<file path="src/rtl/adder_arbiter.sv">
// Round-robin arbiter sharing one unsigned adder between NUM_REQ requesters.
// A single result register (res_valid is the EMPTY/FULL state bit) feeds a valid/ready output.
module adder_arbiter #(
    parameter int DATA_WIDTH = 4,
    parameter int NUM_REQ    = 2
) (
    input  logic                          clk,
    input  logic                          rst,
    input  logic [NUM_REQ-1:0]            req_valid,
    output logic [NUM_REQ-1:0]            req_ready,
    input  logic [NUM_REQ*DATA_WIDTH-1:0] req_a,
    input  logic [NUM_REQ*DATA_WIDTH-1:0] req_b,
    output logic                          res_valid,
    input  logic                          res_ready,
    output logic [DATA_WIDTH:0]           res_data,
    output logic [((NUM_REQ > 1) ? $clog2(NUM_REQ) : 1)-1:0] res_id
);

    localparam int ID_W   = (NUM_REQ > 1) ? $clog2(NUM_REQ) : 1;
    localparam int CAND_W = ID_W + 1;

    logic                  res_valid_q, res_valid_d;
    logic [DATA_WIDTH:0]   res_data_q, res_data_d;
    logic [ID_W-1:0]       res_id_q, res_id_d;
    logic [ID_W-1:0]       ptr_q, ptr_d;

    logic [DATA_WIDTH-1:0] a_arr [NUM_REQ];
    logic [DATA_WIDTH-1:0] b_arr [NUM_REQ];

    logic                  can_accept;
    logic                  grant_found;
    logic                  grant_valid;
    logic [ID_W-1:0]       grant_idx;
    logic [NUM_REQ-1:0]    grant_vec;
    logic [CAND_W-1:0]     cand;

    generate
        for (genvar gi = 0; gi < NUM_REQ; gi++) begin : g_unpack
            assign a_arr[gi] = req_a[gi*DATA_WIDTH +: DATA_WIDTH];
            assign b_arr[gi] = req_b[gi*DATA_WIDTH +: DATA_WIDTH];
        end
    endgenerate

    assign can_accept = !res_valid_q || res_ready;

    // Search starts at the pointer and wraps; the first valid requester wins.
    always_comb begin
        grant_found = 1'b0;
        grant_idx   = '0;
        grant_vec   = '0;
        cand        = '0;
        for (int k = 0; k < NUM_REQ; k++) begin
            cand = {1'b0, ptr_q} + CAND_W'(k);
            if (cand >= CAND_W'(NUM_REQ)) begin
                cand = cand - CAND_W'(NUM_REQ);
            end
            if (!grant_found && req_valid[cand[ID_W-1:0]]) begin
                grant_found                 = 1'b1;
                grant_idx                   = cand[ID_W-1:0];
                grant_vec[cand[ID_W-1:0]]   = 1'b1;
            end
        end
    end

    assign grant_valid = grant_found && can_accept && !rst;
    assign req_ready   = grant_valid ? grant_vec : '0;

    always_comb begin
        res_valid_d = res_valid_q;
        res_data_d  = res_data_q;
        res_id_d    = res_id_q;
        ptr_d       = ptr_q;
        if (res_valid_q && res_ready) begin
            res_valid_d = 1'b0;
        end
        // A new grant overrides the drain so back-to-back sums keep res_valid high.
        if (grant_valid) begin
            res_valid_d = 1'b1;
            res_data_d  = {1'b0, a_arr[grant_idx]} + {1'b0, b_arr[grant_idx]};
            res_id_d    = grant_idx;
            ptr_d       = (grant_idx == ID_W'(NUM_REQ - 1)) ? '0 : grant_idx + ID_W'(1);
        end
    end

    always_ff @(posedge clk or posedge rst) begin
        if (rst) begin
            res_valid_q <= 1'b0;
            res_data_q  <= '0;
            res_id_q    <= '0;
            ptr_q       <= '0;
        end else begin
            res_valid_q <= res_valid_d;
            res_data_q  <= res_data_d;
            res_id_q    <= res_id_d;
            ptr_q       <= ptr_d;
        end
    end

    assign res_valid = res_valid_q;
    assign res_data  = res_data_q;
    assign res_id    = res_id_q;

endmodule
</file>
<file path="config.mk">
export PLATFORM = sky130hd
export DESIGN_NAME = adder_arbiter
export DESIGN_NICKNAME = d
export VERILOG_FILES = /design/src/rtl/adder_arbiter.sv
export SDC_FILE = /design/constraint.sdc
export NUM_CORES = 1
export LEC_CHECK = 0
export ABC_AREA = 1
export ABC_CLOCK_PERIOD_IN_PS = 1800
export BUFFER_PORTS_ARGS = -buffer_cell sky130_fd_sc_hd__buf_2
export CAP_MARGIN = 20
export CORE_MARGIN = 4
export CORE_UTILIZATION = 40
export DETAILED_ROUTE_END_ITERATION = 8
export GPL_ROUTABILITY_DRIVEN = 0
export GPL_TIMING_DRIVEN = 0
export MAX_ROUTING_LAYER = met4
export PLACE_DENSITY = 0.85
export SLEW_MARGIN = 5
export SYNTH_ARGS = -nofsm -noshare
export SYNTH_HDL_FRONTEND = slang
export SYNTH_SLANG_ARGS = --single-unit
export TNS_END_PERCENT = 10
</file>
<file path="constraint.sdc">
create_clock -name clk -period 1.8 [get_ports clk]
set_input_delay 0.27 -clock clk [delete_from_list [all_inputs] [get_ports clk]]
set_output_delay 0.27 -clock clk [all_outputs]
set_load 0.03 [all_outputs]
</file>
==> impl_metrics.py <==
metrics = {
    "run_status": {
        "status": "complete, no violations",
    },
    "worst_setup_path": {
        "critPathBufInv": 5,
        "critical_path.slowest_cell": "fa_2",
        "worstPathRequired_ns": 1.94,
        "ff2ff_path_depth": 10,
        "cp_top_family": "adder cells",
        "max_stage_delay_ns": 0.55,
        "worst-path-max-fanout": 6,
        "worstSetupPathType": "reg2reg",
        "cp.arrival_ns": 1.90,
        "end_kind": "flop",
        "r2r-end": "res_data[1]$_DFFE_PP0P_",
        "reg2reg_slack_ns": 0.04,
        "worstReg2RegStart": "ptr_q$_DFFE_PP0P_",
        "cp-start-kind": "flop",
        "path_cells": "inv_2 -> a21boi_4 -> buf_6 -> buf_4 -> o21ai_2 -> inv_2 -> fa_2 -> inv_1 -> nand2_1 -> nand2_1",
    },
    "sta": {
        "slew_viol_final": 0,
        "setup_viol": 0,
        "fin_worst_skew_ns": 0.00224,
        "period_minus_slack_ns": 1.76,
        "maxClockFrequency_mhz": 567,
        "finalCritPeriodShare": 0.980,
        "worstMarginPinSlew_ns": 0.356,
        "setup_ws_ns": 0.0364,
        "hold_viol_final": 0,
        "rsz0062_at_grt": "yes",
        "worst_hold_slack_ns": 0.275,
        "relSlewSlack": 0.762,
        "setup_tns_ns": 0,
    },
    "clock_tree": {
        "cts_buffers": 3,
        "htreeDepth": 1,
        "clkTransAtPathRegs_ns": 0.05,
        "clock_path_buffers": 2,
        "cts_tree": "built",
        "cts_root_buf": "clkbuf_4",
        "numClockSinks": 8,
        "clock_latency_ns": 0.25,
    },
    "place": {
        "place_inst": 134,
        "numPortBuffers": 29,
        "dp.final_hpwl_um": 1090,
        "post-place-ws_ns": -0.106,
        "dpl_cell_area_um2": 783,
    },
    "routing": {
        "detail-route-antenna-nets": 0,
        "drtPass1Iterations": 6,
        "wl_um": 1370,
        "drc": 0,
        "via_per_inst": 4.62,
        "via_count": 656,
        "post_drt_wl_per_cell_um": 9.65,
        "drtIter0Drc": 12,
    },
    "global_routing": {
        "gr-total-overflow": 0,
        "grt_max_degree": 9,
        "first_global_vias": 555,
        "grt_pass1_wl_um": 2060,
        "antenna_found_initial": 0,
        "grt_util_all_layers": 0.137,
    },
    "finish": {
        "drive_gt1_frac": 0.417,
        "nFillCells": 133,
        "syn2layout_area_growth_pct": 39.0,
        "antenna_cells": 0,
        "design_area_um2": 861,
        "layout.cells.non_filler": 142,
        "final_nets": 155,
    },
    "synth": {
        "async_flop_share": 1.00,
        "synth.yosys.seq_area_share": 0.323,
        "synth_enable_flop_cells": 0,
        "netlist_top_cells_area": "dfrtp_1 32%, nand2_1 25%, ha_1 8.1%",
        "yosys.cell_types.count": 16,
        "syn_area_um2": 619,
        "syn_inst": 90,
        "avgSynthCellArea_um2": 6.88,
        "synth_nets": 116,
        "post-synth-top-count-cell": "nand2_1",
        "yosysTopAreaCell": "dfrtp_1",
        "synth-seq-cells": 8,
        "ys.flop_type": "dfrtp_1",
        "yosysWarningCount": 0,
        "synth.top_cell.area_share": 0.323,
        "netlist_top_cells_count": "42 x nand2_1, 12 x inv_1, 8 x dfrtp_1",
    },
    "die": {
        "die_w_um": 47.4,
        "core_um2": 1380,
        "die_area_um2": 2240,
        "ios": 30,
        "die_y_um": 47.4,
        "rows": 13,
        "initial_core_util": 0.448,
    },
    "min_path": {
        "hp-start": "res_ready",
        "hold_path_depth": 4,
        "hold_class": "in2reg",
        "hold_end": "res_valid$_DFFE_PP0P_",
    },
    "pwr": {
        "p_int_mw": 0.440,
        "pwr-share-comb": 0.500,
        "pwr_density_cell_nw_per_um2": 879,
        "swShare": 0.419,
        "p_seq_frac": 0.325,
        "leakagePower_nw": 0.529,
        "power_switching_mw": 0.317,
        "pwr-share-clk": 0.174,
        "irDropWorstVdd_uv": 321,
    },
    "run": {
        "maxCapViolCount": 0,
    },
}
[layout make-up]
cell class,count,area (um^2),area share
clock buffer,3,22.5,0.0262
inverter,16,60.1,0.0698
multi-input combinational,65,363,0.422
timing repair buffer,34,185,0.215
buffer,1,11.3,0.0131
sequential,8,200,0.233
tap,15,18.8,0.0218
[per-layer routing]
metal | vias up | global-route usage | share of wire
met5 | - | - | 0
met4 | 0 | 0.0994 | 0.021
met3 | 4 | 0.0115 | 0.11
met2 | 28 | 0.243 | 0.47
met1 | 278 | 0.136 | 0.40
li1 | 346 | - | -
[layout by cell type, fill, tap and decap left out, types with 2 or more instances in the layout]
master / count
a21oi_1: 2
buf_2: 29
buf_4: 4
clkbuf_4: 3
dfrtp_1: 8
ha_1: 2
ha_2: 2
inv_1: 10
inv_2: 6
nand2_1: 42
nand2_2: 2
nand3_1: 4
nor2_1: 2
nor2_4: 2
o21ai_0: 2
o21ai_2: 2
[tightest hold or removal path: cells and delay by family]
kind          cells  cell delay (ns)
simple gates      2             0.11
buf+inv           2             0.12
[through the flow]
step | util | power (mW)
2_1_floorplan | - | 0.504
3_3_place_gp | 0.567 | 0.591
3_5_place_dp | 0.567 | 0.604
4_1_cts | 0.615 | 0.761
5_1_grt | 0.623 | 0.818
6_report | 0.623 | 0.757
[kinds of logic (layout without fill, tap and decap cells)]
family | count (synthesis) | in the layout | share of synthesized area
adder cells (fa/ha/maj) | 5 | 5 | 0.113
flip-flops | 8 | 8 | 0.323
AO/OA/AOI/OAI | 7 | 7 | 0.0788
XOR/XNOR | 1 | 1 | 0.0141
buffers and inverters | 17 | 54 | 0.115
AND/OR/NAND/NOR | 52 | 52 | 0.356
[timing repair]
action	CTS	global route
gates cloned	0	0
pin swaps	4	2
setup buffers	4	0
endpoints found under the setup margin	3	4
gates resized for setup	4	2
hold buffers	1	0
endpoints found under the hold margin	8	0
[flip-flops by register name, summed over array words and instances, names as in the netlist]
name,flops
res_data,5
res_id,1
ptr_q,1
res_valid,1
[worst max-delay path by stage]
stage	to	slack (ns)	cells after the start	from
6_report	res_data[1]$_DFFE_PP0P_	0.04	10	ptr_q$_DFFE_PP0P_
5_1_grt	res_data[1]$_DFFE_PP0P_	-0.07	11	ptr_q$_DFFE_PP0P_
4_1_cts	res_data[1]$_DFFE_PP0P_	0.002	11	ptr_q$_DFFE_PP0P_
3_5_place_dp	res_data[2]$_DFFE_PP0P_	-0.11	11	req_valid[0]
3_3_place_gp	res_data[2]$_DFFE_PP0P_	-0.06	11	req_valid[0]
2_1_floorplan	res_data[2]$_DFFE_PP0P_	0.1	11	ptr_q$_DFFE_PP0P_
[power by group through the flow]
stage,Clock [mW],Sequential [mW],Combinational [mW]
after detailed placement,0,0.249,0.355
after CTS,0.140,0.247,0.374
after global routing,0.145,0.252,0.420
final,0.132,0.246,0.379
after global placement,0,0.246,0.344
after floorplan,0,0.329,0.175
Power figures use the tool's default switching activity.
